File: src/rtl/tc_sequencer.sv
// tc_sequencer: issues NUM_TC testcases and tallies results; define TC_SEQ_TIMEOUT_EN to fail testcases stuck in WAIT
module tc_sequencer #(
  parameter int NUM_TC = 4,
  parameter int TIMEOUT_CYCLES = 1000
) (
  input  logic       clk,
  input  logic       rst_n,
  input  logic       start,
  output logic       tc_valid,
  input  logic       tc_ready,
  output logic [7:0] tc_id,
  input  logic       res_valid,
  input  logic       res_pass,
  output logic       busy,
  output logic       done,
  output logic [7:0] pass_cnt,
  output logic [7:0] fail_cnt,
  output logic [7:0] timeout_cnt,
  output logic       all_pass
);
  typedef enum logic [2:0] {S_IDLE, S_ISSUE, S_WAIT, S_NEXT, S_DONE} state_t;
  state_t r_state, w_next;
  logic [7:0] r_tc_id, r_pass, r_fail;
  logic w_clear, w_res, w_tout, w_last, w_expire;
`ifdef TC_SEQ_TIMEOUT_EN
  localparam int W = $clog2(TIMEOUT_CYCLES + 1);
  logic [W-1:0] r_wcnt;
  logic [7:0] r_tout;
  // Counter sits at zero outside WAIT, so it restarts on every WAIT entry
  always_ff @(posedge clk or negedge rst_n)
    if (!rst_n) r_wcnt <= '0;
    else r_wcnt <= (r_state == S_WAIT) ? r_wcnt + W'(1) : '0;
  assign w_expire = r_wcnt == W'(TIMEOUT_CYCLES - 1);
  always_ff @(posedge clk or negedge rst_n)
    if (!rst_n) r_tout <= '0;
    else if (w_clear) r_tout <= '0;
    else if (w_tout) r_tout <= r_tout + 8'd1;
  assign timeout_cnt = r_tout;
`else
  assign w_expire = 1'b0;
  assign timeout_cnt = '0;
`endif
  assign w_last = r_tc_id == 8'(NUM_TC - 1);
  always_ff @(posedge clk or negedge rst_n)
    if (!rst_n) r_state <= S_IDLE;
    else r_state <= w_next;
  always_comb begin
    w_next = r_state;
    w_clear = 1'b0;
    w_res = 1'b0;
    w_tout = 1'b0;
    case (r_state)
      S_IDLE, S_DONE: begin
        w_clear = start;
        w_next = start ? S_ISSUE : r_state;
      end
      S_ISSUE: w_next = tc_ready ? S_WAIT : S_ISSUE;
      S_WAIT: begin
        w_res = res_valid;
        w_tout = !res_valid && w_expire;
        w_next = (res_valid || w_expire) ? S_NEXT : S_WAIT;
      end
      S_NEXT: w_next = w_last ? S_DONE : S_ISSUE;
      default: w_next = S_IDLE;
    endcase
  end
  always_ff @(posedge clk or negedge rst_n)
    if (!rst_n) begin
      r_tc_id <= '0;
      r_pass <= '0;
      r_fail <= '0;
    end else if (w_clear) begin
      r_tc_id <= '0;
      r_pass <= '0;
      r_fail <= '0;
    end else begin
      if (w_res && res_pass) r_pass <= r_pass + 8'd1;
      if ((w_res && !res_pass) || w_tout) r_fail <= r_fail + 8'd1;
      if (r_state == S_NEXT && !w_last) r_tc_id <= r_tc_id + 8'd1;
    end
  assign tc_valid = r_state == S_ISSUE;
  assign tc_id = r_tc_id;
  assign busy = r_state == S_ISSUE || r_state == S_WAIT || r_state == S_NEXT;
  assign done = r_state == S_DONE;
  assign pass_cnt = r_pass;
  assign fail_cnt = r_fail;
  assign all_pass = done && r_fail == 8'd0;
endmodule

File: config.mk
export PLATFORM = sky130hd
export DESIGN_NAME = tc_sequencer
export DESIGN_NICKNAME = d
export VERILOG_FILES = /design/src/rtl/tc_sequencer.sv
export SDC_FILE = /design/constraint.sdc
export NUM_CORES = 1
export LEC_CHECK = 0
export ABC_CLOCK_PERIOD_IN_PS = 2540
export BUFFER_PORTS_ARGS = -buffer_cell sky130_fd_sc_hd__buf_4
export CAP_MARGIN = 30
export CORE_UTILIZATION = 55
export CTS_BUF_LIST = sky130_fd_sc_hd__clkbuf_8
export DETAILED_ROUTE_END_ITERATION = 10
export GPL_TIMING_DRIVEN = 0
export PLACE_DENSITY = 0.88
export RECOVER_POWER = 25
export SLEW_MARGIN = 20
export SYNTH_ARGS = -nofsm -noshare
export SYNTH_HDL_FRONTEND = slang
export SYNTH_SLANG_ARGS = --single-unit
File: constraint.sdc
create_clock -name clk -period 2.54 [get_ports clk]
set_input_delay 0.508 -clock clk [delete_from_list [all_inputs] [get_ports clk]]
set_output_delay 0.508 -clock clk [all_outputs]
set_load 0.005 [all_outputs]
# ---- Word level (Yosys, flattened, before mapping)
# Index checks and enable logic that the tools add are counted.
dict set report word_totals {
  regBits 27
  latch_bits 0
  ramBits 0
  mem_bits_ro 0
  inputBits 6
  output_inout_bits 36
  elab_cells 40
  mem_count 0
}
dict set report op_classes {
  n_addsub 3
  multipliers 0
  div 0
  magnitude_cmp 0
  n_eq_ne 6
  n_shift 0
  mux 13
  bitwise_logic 0
  n_reduce_logical 14
}
# cell n
set ops {}
lappend ops {{two-way mux 8 bit} 6}
lappend ops {{adder 8 x 1 -> 8 bit (second input constant)} 3}
lappend ops {{case mux 3 bit (4 select lines)} 1}
lappend ops {{== test 8 x 2 -> 1 bit (second input constant)} 1}
lappend ops {{logical NOT 8 bit} 1}
lappend ops {{== test 3 x 2 -> 1 bit (second input constant)} 2}
lappend ops {{two-way mux 3 bit} 2}
lappend ops {{nonzero test 2 bit} 3}
lappend ops {{logical AND 1 bit} 4}
lappend ops {{== test 3 x 1 -> 1 bit (second input constant)} 1}
lappend ops {{== test 3 bit (second input constant)} 1}
lappend ops {{logical NOT 3 bit} 1}
lappend ops {{two-way mux 1 bit} 3}
lappend ops {{logical NOT 1 bit} 2}
lappend ops {{logical OR 1 bit} 2}
lappend ops {{two-way mux 2 bit} 1}
lappend ops {{inequality test 2 bit (second input constant)} 1}
lappend ops {{OR reduction 2 bit} 1}

# ---- Depth between registers and ports, before layout
# Gate-level depths: netlist of the first run.
dict set report logic_depth {
  depth_word 5
  mapped_depth 6
  mapped_depth_nobuf 4
}

# ---- Worst setup path before layout of the first run
# Ideal clock, no wire load.
dict set report synth_path {
  path_kind {flip-flop to output port}
  from {register r_fail[0] (netlist: fail_cnt[0])}
  to {output all_pass}
  t_arrival_ns 0.986
  t_required_ns 2.032
  setup_slack_ns 1.046
  stages_incl_launch_ff 5
  n_path_buf 0
  path_cell_list {dfrtp_1 > inv_1 > ha_1 > nor4b_1 > and3_1}
}
dict set report synth_between {
  elab_chain_cells 2
}
# item line
set synth_lines {}
lappend synth_lines {{start: declaration} 23} ;# logic [7:0] r_tc_id, r_pass, r_fail;
lappend synth_lines {{start signal: assignment} 78} ;# if ((w_res && !res_pass) || w_tout) r_fail <= r_fail + 8'd1;
lappend synth_lines {{logical NOT 8 bit} 87} ;# assign all_pass = done && r_fail == 8'd0;
lappend synth_lines {{logical AND 1 bit} 87}
lappend synth_lines {{end: declaration} 19} ;# output logic all_pass
# No other way between the ends.

# ---- Final worst setup path of the first run
# Ends and elaborated chain as after synthesis.

==> impl_results.md, run 1 <==
- Status: finished, violations left
- Violations in the final reports: DRC
- Number of top-level pins: 42
- Proportion of power drawn by flip-flops and latches: 0.407
- Most frequent standard cell in the layout excluding fill and tap cells: sky130_fd_sc_hd__buf_4
- Cell-internal power: 841 uW
- Number of diodes added for antenna fixing: 0
- Total number of vias: 1,448
- Synthesis-to-layout area growth: 21.4%
- Proportion of layout cells with a drive suffix above 1: 0.266
- Count of final setup violators: 0
- Number of gates resized after cts: 0
- Core area: 2810 sq um
- Net switching power: 483 uW
- Kind of launch point of the worst setup path: flip-flop
- Maximum net fanout on the critical path: 6
- Global-route congestion overflow total: 0
- Hold buffer count at CTS: 0
- Final number of hold-violating endpoints: 0
- RSZ-0062 raised after global routing: no
- Worst slew margin relative to its limit: 0.0403
- Detailed-route DRC error count: 8
- Post-Route Skew: 0.00148 ns
- Hold Path Cell Cnt: 2
- Average wire per standard cell: 15.1 microns
- Final critical path time including I/O delays and setup: 2.06 ns
- Logic gate share of total power: 0.400
- Final-stage net count: 225
- Inserted Clock Buffers: 3
- Fillers: 228
- Final period util: 0.811
- Slew at the pin closest to its max-slew limit: 1.44 ns
- Number of cells traversed by the worst register-to-register path: 5
- Number of placement rows: 19
- Clock share of power: 0.193
- Highest clock frequency the design can meet: about 490 MHz
- Yosys cell types: 40
- Syn avg cell area: between 9 and 10 sq um
- Post-route total power: 1.32 mW
- Total Routing Usage GR: 0.249
- Async set-or-reset flop fraction in the synthesized netlist: 1.00
- Syn Inst Count: 170
- Cell area after synthesis: between 1500 and 2000 sq um
- Dominant synthesized flop cell: sky130_fd_sc_hd__dfrtp_1
- Number of optimization iterations in the first detailed-route pass: 7
- Clock H-tree levels: 1
- Most used cells in the layout excluding fill and tap cells: sky130_fd_sc_hd__buf_4 (40), sky130_fd_sc_hd__dfrtp_1 (27), sky130_fd_sc_hd__nand2_1 (17), sky130_fd_sc_hd__a21oi_1 (14)
- Worst-skew pair later-pin latency: 0.28 ns
- Drt first-iter violations: 66
- Path type of the worst min-delay path: input port to flip-flop
- Total negative setup slack: 0 ns
- Average vias per placed instance: 5.91
- Largest net degree at the start of global routing: 28
- Max-cap viol count: 0
- Clock-pin slew reported for the worst setup and hold paths after clock tree synthesis: 0.10 ns
- Switching fraction of total power: 0.365
- Fraction of post-synthesis cell area in the top cell type by area: 0.405
- DP Wirelength: 2750 microns
- TritonCTS clock tree: yes
- Count of flip-flops with a built-in enable after synthesis: 0
- Kind of end point of the critical path: output port
- Cell taking the most area after synthesis: sky130_fd_sc_hd__dfrtp_1
- Initial antenna violation count: 0
- Height of the die: 57.1 microns
- Cell chosen for the clock root: sky130_fd_sc_hd__clkbuf_8
- Routability Congestion: 0.886
- Antenna violation net count after detailed routing: 0
- Multi-input combinational cell area: about 840 sq um
- Number of global-route vias before repair: 1,372
- Cell types with the largest area share after synthesis: sky130_fd_sc_hd__dfrtp_1 (40%), sky130_fd_sc_hd__mux2i_1 (4.8%), sky130_fd_sc_hd__buf_6 (4.7%)
- IR drop worst, VDD: around 650 uV
- Total of buffers placed on input and output ports: 33
- First-pass GRT wire length: 6320 microns
- Total die area: 3260 sq um
- Power per Cell Area: 653 nW/um^2
- CP arrival: 1.55 ns
- Leak pwr: 0.968 nW
- Post-CTS setup buffer count: 0
- Maximum count of clock buffers along a single path: 2
- Final Slew Violations: 0
- Post-place instance area: 1980 sq um
- Total wire length after detailed routing: 3700 microns
- Setup Crit Path Kind: flip-flop to output port
- Register area: 676 sq um
- Number of storage elements in the synthesis netlist: 27
- X dimension of the die: between 50 and 60 microns
- Critical path data required time: 2.03 ns
- Number of synthesis warnings: 0
- Cell area after layout: 2030 sq um
- Initial core utilization: 0.595
- Total clock sinks: 27
- Sequential share of the synthesized area: 0.405
[cell families (layout without fill, tap and decap cells)]
| family | count (synthesis) | in the layout | share of synthesized area |
|---|---|---|---|
| multiplexers | 8 | 8 | 0.0480 |
| AO/OA/AOI/OAI | 38 | 38 | 0.148 |
| flip-flops | 27 | 27 | 0.405 |
| other | 1 | 8 | 0.00225 |
| AND/OR/NAND/NOR | 67 | 67 | 0.262 |
| adder cells (fa/ha/maj) | 4 | 4 | 0.0300 |
| buffers and inverters | 25 | 62 | 0.106 |
[stage by stage]
stage / setup slack, ns / util / hold slack, ns / instances
floorplan: 1.05 / - / 0.212 / 177
global placement: 0.853 / 0.707 / 0.436 / 241
detailed placement: 0.791 / 0.707 / 0.442 / 241
CTS: 0.471 / 0.724 / 0.132 / 245
global route: 0.360 / 0.723 / 0.427 / 245
finish: 0.480 / 0.723 / 0.428 / 245
[layout make-up]
class | count | area share
plain buffers | 16 | 0.0704
clock buffers | 3 | 0.0204
clock inverters | 1 | 0.00370
inverters | 9 | 0.0167
multi-input cells | 125 | 0.416
flip-flops and latches | 27 | 0.333
well taps | 31 | 0.0191
repair buffers | 33 | 0.120
[critical path, cell delays in order (launching register included)]
cell and delay, ns:
sky130_fd_sc_hd__dfrtp_1 0.45, sky130_fd_sc_hd__inv_1 0.11, sky130_fd_sc_hd__ha_1 0.14, sky130_fd_sc_hd__nor4b_1 0.26
sky130_fd_sc_hd__and3_1 0.21, sky130_fd_sc_hd__buf_4 0.11
[power groups by stage]
stage	clock network (mW)	logic, mW	registers [mW]
2_1_floorplan	0	0.360	0.534
3_3_place_gp	0	0.512	0.539
3_5_place_dp	0	0.529	0.545
4_1_cts	0.261	0.533	0.537
5_1_grt	0.278	0.588	0.547
6_report	0.256	0.530	0.538
[synthesized netlist by cell type (all sizes together) (2+ instances only)]
cell type / count
a21oi: 14
buf: 15
dfrtp: 27
ha: 4
inv: 9
mux2i: 8
nand2: 17
nand2b: 7
nand3: 9
nand4: 4
nand4b: 2
nor2: 3
nor3: 4
nor3b: 2
nor4: 3
o21ai: 8
o311ai: 2
o31ai: 6
o41ai: 2
or3: 4
or4: 5
[sequential cells by signal, summed over array words and instances (netlist names)]
name / cells
r_state: 3
tc_id: 8
pass_cnt: 8
fail_cnt: 8
[layer usage]
layer  GRT usage  routed length, microns
met1       0.326                    1600
met2       0.424                    1900
met3      0.0363                     152
met4      0.0871                      46
met5           0                       0
[final timing paths]
path                                               from                       to  slack [ns]
worst max-delay path            fail_cnt[0]$_DFFE_PN0P_                 all_pass        0.48
worst max register to register   r_state[0]$_DFFE_PN0P_  pass_cnt[6]$_DFFE_PN0P_        0.93
worst min register to register  pass_cnt[4]$_DFFE_PN0P_  pass_cnt[4]$_DFFE_PN0P_        0.55
worst min-delay path                              start   r_state[2]$_DFFE_PN0P_        0.43
min in group asynchronous                         rst_n  fail_cnt[3]$_DFFE_PN0P_        0.55
max in group asynchronous                         rst_n     tc_id[7]$_DFFE_PN0P_        1.15
No activity file was read; power rests on OpenSTA's default activity.
==> inputs of run 2 (changes only) <==
--- a/config.mk
+++ b/config.mk
@@ -5,7 +5,8 @@
 export SDC_FILE = /design/constraint.sdc
 export NUM_CORES = 1
 export LEC_CHECK = 0
-export ABC_CLOCK_PERIOD_IN_PS = 2540
+export ABC_AREA = 1
+export ABC_CLOCK_PERIOD_IN_PS = 1950
 export BUFFER_PORTS_ARGS = -buffer_cell sky130_fd_sc_hd__buf_4
 export CAP_MARGIN = 30
 export CORE_UTILIZATION = 55
==> constraint.sdc (replaced) <==
create_clock -name clk -period 1.95 [get_ports clk]
set_input_delay 0.39 -clock clk [delete_from_list [all_inputs] [get_ports clk]]
set_output_delay 0.39 -clock clk [all_outputs]
set_load 0.005 [all_outputs]
==> run 2 against run 1 <==
  * The run now ends clean
  * Non-clock buffer count shrank 5
  * Register-to-register slack lost 0.42 ns
  * Clock power grew 20%
  * Largest power group is now combinational cells
  * Via count grew 14%
  * Critical path type unchanged
  * Cell count grew 35%
  * First-iteration DRC count grew 38%
==> impl_results.md, run 2 <==
- DP Wirelength: 2640 microns (-3.9%)
- Total wire length after detailed routing: 3600 microns (-2.7%)
- Status: finished, final reports clean
- Syn Inst Count: 242 (+42%)
- Global-route congestion overflow total: 0 (unchanged)
- Total clock sinks: 27 (unchanged)
- Average vias per placed instance: 4.98 (-16%)
- RSZ-0062 raised after global routing: no
- IR drop worst, VDD: 455 uV (-30%)
- Most common library cells after synthesis: sky130_fd_sc_hd__nand2_1 (87), sky130_fd_sc_hd__dfrtp_1 (27), sky130_fd_sc_hd__nand3_1 (23)
- Total negative setup slack: 0 ns (unchanged)
- Most used cells in the layout excluding fill and tap cells: sky130_fd_sc_hd__nand2_1 (87), sky130_fd_sc_hd__buf_4 (40), sky130_fd_sc_hd__dfrtp_1 (27), sky130_fd_sc_hd__inv_1 (23), sky130_fd_sc_hd__nand3_1 (23)
- Post-place instance area: 2100 sq um (+5.7%)
- Hold buffer count at CTS: 0 (unchanged)
- Kind of end point of the critical path: output port
- Clock-pin slew reported for the worst setup and hold paths after clock tree synthesis: 0.08 ns (-0.02 ns)
- Register area: 676 sq um (unchanged)
- Most frequent standard cell in the layout excluding fill and tap cells: sky130_fd_sc_hd__nand2_1
- Fillers: 264 (+16%)
- Inserted Clock Buffers: 3 (unchanged)
- Setup Crit Path Kind: flip-flop to output port
- Cell area after synthesis: 1770 sq um (+5.8%)
- Count of flip-flops with a built-in enable after synthesis: 0 (unchanged)
- Core area: 3050 sq um (+8.8%)
- Number of storage elements in the synthesis netlist: 27 (unchanged)
- Maximum net fanout on the critical path: 5 (-1)
- Syn avg cell area: 7.30 sq um (-26%)
- Slew at the pin closest to its max-slew limit: 1.41 ns (-0.0256 ns)
- Number of synthesis warnings: 0 (unchanged)
- Initial antenna violation count: 0 (unchanged)
- Critical path data required time: 1.56 ns (-0.47 ns)
- Routability Congestion: 0.819 (-7.6%)
- Final Slew Violations: 0 (unchanged)
- Longest individual stage delay on the worst path: 0.45 ns (about the same)
- Path type of the worst min-delay path: input port to flip-flop
- First-pass GRT wire length: 6100 microns (-3.5%)
- Kind of launch point of the worst setup path: flip-flop
- Initial core utilization: 0.579 (-0.0163)
- Category of cells accounting for the largest share of critical-path delay: simple AND/OR/NAND/NOR gates
- Worst-skew pair later-pin latency: 0.27 ns (about the same)
- Total number of vias: 1,644 (+14%)
- Master of the slowest instance on the critical path: sky130_fd_sc_hd__dfrtp_1
- Worst slew margin relative to its limit: 0.0573 (+0.0170)
- Number of top-level pins: 42 (unchanged)
- Final core area utilization: 0.700 (-0.0226)
- CP arrival: 1.46 ns (-0.09 ns)
- Power per Cell Area: 865 nW/um^2 (+33%)
- Cell-by-cell listing of the critical path: nor2_2 -> inv_1 -> nor2_1 -> and3_1 -> buf_4
- Height of the die: 58.7 microns (+2.8%)
- Sequential share of the synthesized area: 0.382 (-0.0224)
- Dominant synthesized flop cell: sky130_fd_sc_hd__dfrtp_1
- Total die area: 3440 sq um (+5.6%)
- Post-CTS setup buffer count: 0 (unchanged)
- Most frequent cell after synthesis: sky130_fd_sc_hd__nand2_1
- Cell taking the most area after synthesis: sky130_fd_sc_hd__dfrtp_1
- Async set-or-reset flop fraction in the synthesized netlist: 1.00 (unchanged)
- Crit path buf inv count: 2 (unchanged)
- Drt first-iter violations: 91 (+38%)
- Yosys cell types: 24 (-40%)
- Max-cap viol count: 0 (unchanged)
- Number of diodes added for antenna fixing: 0 (unchanged)
- Proportion of layout cells with a drive suffix above 1: 0.217 (-0.0496)
- Total Routing Usage GR: 0.233 (-0.0156)
- Highest clock frequency the design can meet: 541 MHz
- Fraction of post-synthesis cell area in the top cell type by area: 0.382 (-0.0224)
- Antenna violation net count after detailed routing: 0 (unchanged)
- Number of global-route vias before repair: 1,359 (-0.95%)
- Multi-input combinational cell area: 930 sq um (+10%)
- Number of placement rows: 20 (+1)
- Cell chosen for the clock root: sky130_fd_sc_hd__clkbuf_8
- Number of gates resized after cts: 0 (unchanged)
- Cell types with the largest area share after synthesis: sky130_fd_sc_hd__dfrtp_1 (38%), sky130_fd_sc_hd__nand2_1 (18%), sky130_fd_sc_hd__nand3_1 (6.5%)
- Final period util: 0.949
- X dimension of the die: 58.7 microns (+2.8%)
- TritonCTS clock tree: yes
- Average wire per standard cell: 10.9 microns (-28%)
- Final number of hold-violating endpoints: 0 (unchanged)
- Final-stage net count: 297 (+32%)
- Largest net degree at the start of global routing: 28 (unchanged)
- Synthesis-to-layout area growth: 21.0%
- Final critical path time including I/O delays and setup: 1.85 ns
- Cell area after layout: 2140 sq um (+5.4%)
- Clock H-tree levels: 1 (unchanged)
- Post-Route Skew: 0.00819 ns (+0.00670 ns)
- Total of buffers placed on input and output ports: 33 (unchanged)
- Count of final setup violators: 0 (unchanged)
- Maximum count of clock buffers along a single path: 2 (unchanged)
- Detailed-route DRC error count: 0 (-8)
- Number of optimization iterations in the first detailed-route pass: 4 (-3)
- Leak pwr: 1.20 nW (+24%)
## run 2: cell types whose count changed after synthesis, moves of 6 or more
cell and delta:
sky130_fd_sc_hd__a21oi_1 -14, sky130_fd_sc_hd__nor2_1 +19, sky130_fd_sc_hd__nand2b_1 -7, sky130_fd_sc_hd__nand4_1 +7
sky130_fd_sc_hd__xor2_1 +8, sky130_fd_sc_hd__o21ai_0 -6, sky130_fd_sc_hd__nand2_1 +70, sky130_fd_sc_hd__inv_1 +13
sky130_fd_sc_hd__nand3_1 +14, sky130_fd_sc_hd__mux2i_1 -8
## run 2: final timing paths
check,endpoint,cells past startpoint,startpoint,slack (ns)
worst min register to register,r_state[2]$_DFFE_PN0P_,2,r_state[2]$_DFFE_PN0P_,0.54
max in group asynchronous,fail_cnt[3]$_DFFE_PN0P_,1,rst_n,0.69
min in group asynchronous,tc_id[4]$_DFFE_PN0P_,1,rst_n,0.43
worst max register to register,tc_id[0]$_DFFE_PN0P_,7,tc_id[0]$_DFFE_PN0P_,0.51
worst min-delay path,r_state[1]$_DFFE_PN0P_,3,tc_ready,0.33
worst max-delay path,all_pass,5,r_state[1]$_DFFE_PN0P_,0.1
## run 2: area by class of cell
class,count,share of cell area
Sequential cell,27,0.316
Timing Repair Buffer,33,0.114
Buffer,11,0.0439
Clock buffer,3,0.0193
Clock inverter,1,0.00176
Inverter,25,0.0439
Tap cell,44,0.0258
Multi-Input combinational cell,186,0.435
## run 2: kinds of logic (layout without fill, tap and decap cells)
group	Yosys count	in the layout	synth area share
AO/OA/AOI/OAI	8	8	0.0297
XOR/XNOR	8	8	0.0397
flip-flops	27	27	0.382
other	1	8	0.00212
AND/OR/NAND/NOR	158	158	0.411
adder cells (fa/ha/maj)	4	4	0.0283
buffers and inverters	36	73	0.106
## run 2: report_power, final
part / leakage, nW / total [mW] / switching (mW) / internal [mW]
registers: 0.371 / 0.767 / 0.121 / 0.646
logic: 0.802 / 0.775 / 0.451 / 0.324
clock network: 0.0269 / 0.307 / 0.166 / 0.141
total: 1.20 / 1.85 / 0.738 / 1.11
## run 2: through the flow
step                      total power, mW  instances  hold slack [ns]  setup slack [ns]
after floorplan                      1.27        249           0.0944             0.591
after global placement               1.53        326            0.321             0.395
after detailed placement             1.55        326            0.319             0.403
after CTS                            1.85        330           0.0275             0.102
after global routing                 2.01        330            0.317           0.00498
final                                1.85        330            0.328            0.0999
## run 2: per-layer routing
layer,vias up,GRT usage,wire length (microns)
met1,755,0.322,1730
met3,5,0.0264,145
met4,0,0.0748,42
met5,-,0,0
li1,835,-,-
met2,49,0.386,1690
## run 2: worst reg2reg max path, cell delays in order, from the launching register on
cell,delay [ns]
sky130_fd_sc_hd__dfrtp_1,0.43
sky130_fd_sc_hd__ha_1,0.29
sky130_fd_sc_hd__nand2_2,0.11
sky130_fd_sc_hd__nor2_4,0.17
sky130_fd_sc_hd__nor2_8,0.08
sky130_fd_sc_hd__nor2_8,0.14
sky130_fd_sc_hd__nand2_1,0.08
sky130_fd_sc_hd__nand2_1,0.07
==> inputs of run 3 (changes only) <==
--- a/config.mk
+++ b/config.mk
@@ -14,7 +14,6 @@
 export DETAILED_ROUTE_END_ITERATION = 10
 export GPL_TIMING_DRIVEN = 0
 export PLACE_DENSITY = 0.88
-export RECOVER_POWER = 25
 export SLEW_MARGIN = 20
 export SYNTH_ARGS = -nofsm -noshare
 export SYNTH_HDL_FRONTEND = slang
==> run 3 against run 2 <==
  * Wire length about the same
  * Setup slack unchanged
  * Via count up 0.12%
  * Register-to-register slack about the same
  * Global-route usage unchanged
  * Sequential share of layout area down 0.055 points
  * Flip-flop and latch count unchanged
  * Largest cell class unchanged
==> impl_results.md, run 3 (same netlist as run 2, synthesis figures left out) <==
- Status: finished, final reports clean
- Cell-by-cell listing of the critical path: nor2_2 -> inv_1 -> nor2_1 -> and3_1 -> buf_4
- Final-stage net count: 297 (unchanged)
- Number of placement rows: 20 (unchanged)
- Final critical path time including I/O delays and setup: 1.85 ns (unchanged)
- Setup Crit Path Kind: flip-flop to output port
- Longest individual stage delay on the worst path: 0.45 ns (about the same)
- RSZ-0062 raised after global routing: no
- Cell chosen for the clock root: sky130_fd_sc_hd__clkbuf_8
- Number of diodes added for antenna fixing: 0 (unchanged)
- Initial antenna violation count: 0 (unchanged)
- Critical path data required time: 1.56 ns (about the same)
- Total wire length after detailed routing: 3600 microns (about the same)
- Path type of the worst min-delay path: input port to async pin
- Inserted Clock Buffers: 3 (unchanged)
- Category of cells accounting for the largest share of critical-path delay: simple AND/OR/NAND/NOR gates
- X dimension of the die: 58.7 microns (unchanged)
- Post-route worst hold slack: 0.00854 ns (-0.320 ns)
- Clock H-tree levels: 1 (unchanged)
- Final number of hold-violating endpoints: 0 (unchanged)
- Drt first-iter violations: 91 (unchanged)
- Crit path buf inv count: 2 (unchanged)
- Post-Route Skew: 0.00819 ns (unchanged)
- Number of top-level pins: 42 (unchanged)
- Average wire per standard cell: 10.9 microns (about the same)
- Highest clock frequency the design can meet: 541 MHz (unchanged)
- First-pass GRT wire length: 6100 microns (unchanged)
- Post-route total power: 1.85 mW (about the same)
- Height of the die: 58.7 microns (unchanged)
- Kind of end point of the critical path: output port
- Largest net degree at the start of global routing: 28 (unchanged)
- Cell area after layout: 2140 sq um (+0.18%)
- Total die area: 3440 sq um (unchanged)
- Power per Cell Area: 864 nW/um^2 (-0.12%)
- Final Slew Violations: 0 (unchanged)
- Total of buffers placed on input and output ports: 33 (unchanged)
- Maximum net fanout on the critical path: 5 (unchanged)
- Routability Congestion: 0.819 (unchanged)
- Post-place instance area: 2100 sq um (unchanged)
- Master of the slowest instance on the critical path: sky130_fd_sc_hd__dfrtp_1
- Total negative setup slack: 0 ns (unchanged)
- Count of final setup violators: 0 (unchanged)
- Most used cells in the layout excluding fill and tap cells: sky130_fd_sc_hd__nand2_1 (87), sky130_fd_sc_hd__buf_4 (41), sky130_fd_sc_hd__dfrtp_1 (27), sky130_fd_sc_hd__inv_1 (23), sky130_fd_sc_hd__nand3_1 (23)
- DP Wirelength: 2640 microns (unchanged)
- Global-route congestion overflow total: 0 (unchanged)
- Maximum count of clock buffers along a single path: 2 (unchanged)
- Synthesis-to-layout area growth: 21.2%
- Leak pwr: 1.20 nW (+0.30%)
- Most frequent standard cell in the layout excluding fill and tap cells: sky130_fd_sc_hd__nand2_1
- Total number of vias: 1,646 (+0.12%)
- Antenna violation net count after detailed routing: 0 (unchanged)
- Core area: 3050 sq um (unchanged)
- Worst-skew pair later-pin latency: 0.27 ns (about the same)
- Post-CTS setup buffer count: 0 (unchanged)
- Average vias per placed instance: 4.99 (+0.12%)
- Kind of launch point of the worst setup path: flip-flop
- Initial core utilization: 0.579 (unchanged)
- Proportion of layout cells with a drive suffix above 1: 0.220 (+0.00350)
- IR drop worst, VDD: 455 uV (about the same)
- Total Routing Usage GR: 0.233 (unchanged)
- CP arrival: 1.46 ns (about the same)
- Total clock sinks: 27 (unchanged)
- TritonCTS clock tree: yes
- Max-cap viol count: 0 (unchanged)
- Final period util: 0.949 (unchanged)
- Number of optimization iterations in the first detailed-route pass: 4 (unchanged)
- Detailed-route DRC error count: 0 (unchanged)
- Clock-pin slew reported for the worst setup and hold paths after clock tree synthesis: 0.09 ns (about the same)
- Hold buffer count at CTS: 0 (unchanged)
- Number of global-route vias before repair: 1,359 (unchanged)
- Number of gates resized after cts: 0 (unchanged)
[run 3: per-stage QoR]
step | util | setup slack (ns) | cells
floorplan | - | 0.591 | 249
global placement | 0.686 | 0.395 | 326
detailed placement | 0.686 | 0.403 | 326
CTS | 0.701 | 0.102 | 330
global route | 0.701 | 0.00498 | 330
finish | 0.701 | 0.0999 | 330
[run 3: area by class of cell]
cell class	instances	area, sq um
Multi-Input combinational cell	186	930
Fill cell	263	912
Sequential cell	27	676
Timing Repair Buffer	33	248
Buffer	11	93.8
Inverter	25	93.8
Tap cell	44	55.1
Clock buffer	3	41.3
Clock inverter	1	3.75
[run 3: per-layer routing]
| metal | vias to the layer above | share of wire | wire length (microns) | global-route usage |
|---|---|---|---|---|
| met4 | 0 | 0.012 | 42 | 0.0748 |
| met5 | - | 0 | 0 | 0 |
| li1 | 835 | - | - | - |
| met1 | 757 | 0.48 | 1730 | 0.322 |
| met3 | 5 | 0.040 | 145 | 0.0264 |
| met2 | 49 | 0.47 | 1690 | 0.386 |
[run 3: report_power, final]
| part | total, mW | leakage [nW] | switching [mW] | internal (mW) |
|---|---|---|---|---|
| registers | 0.767 | 0.371 | 0.121 | 0.646 |
| logic | 0.776 | 0.806 | 0.451 | 0.325 |
| clock network | 0.307 | 0.0269 | 0.166 | 0.141 |
[run 3: final timing paths]
path / start / to / slack, ns / cells after the start
setup reg to reg: tc_id[0]$_DFFE_PN0P_ / tc_id[0]$_DFFE_PN0P_ / 0.51 / 7
max in group asynchronous: rst_n / fail_cnt[3]$_DFFE_PN0P_ / 1.68 / 1
hold reg to reg: r_state[2]$_DFFE_PN0P_ / r_state[2]$_DFFE_PN0P_ / 0.54 / 2
min in group clk: tc_ready / r_state[1]$_DFFE_PN0P_ / 0.33 / 3
setup / recovery: r_state[1]$_DFFE_PN0P_ / all_pass / 0.1 / 5
hold / removal: rst_n / tc_id[4]$_DFFE_PN0P_ / 0.009 / 1
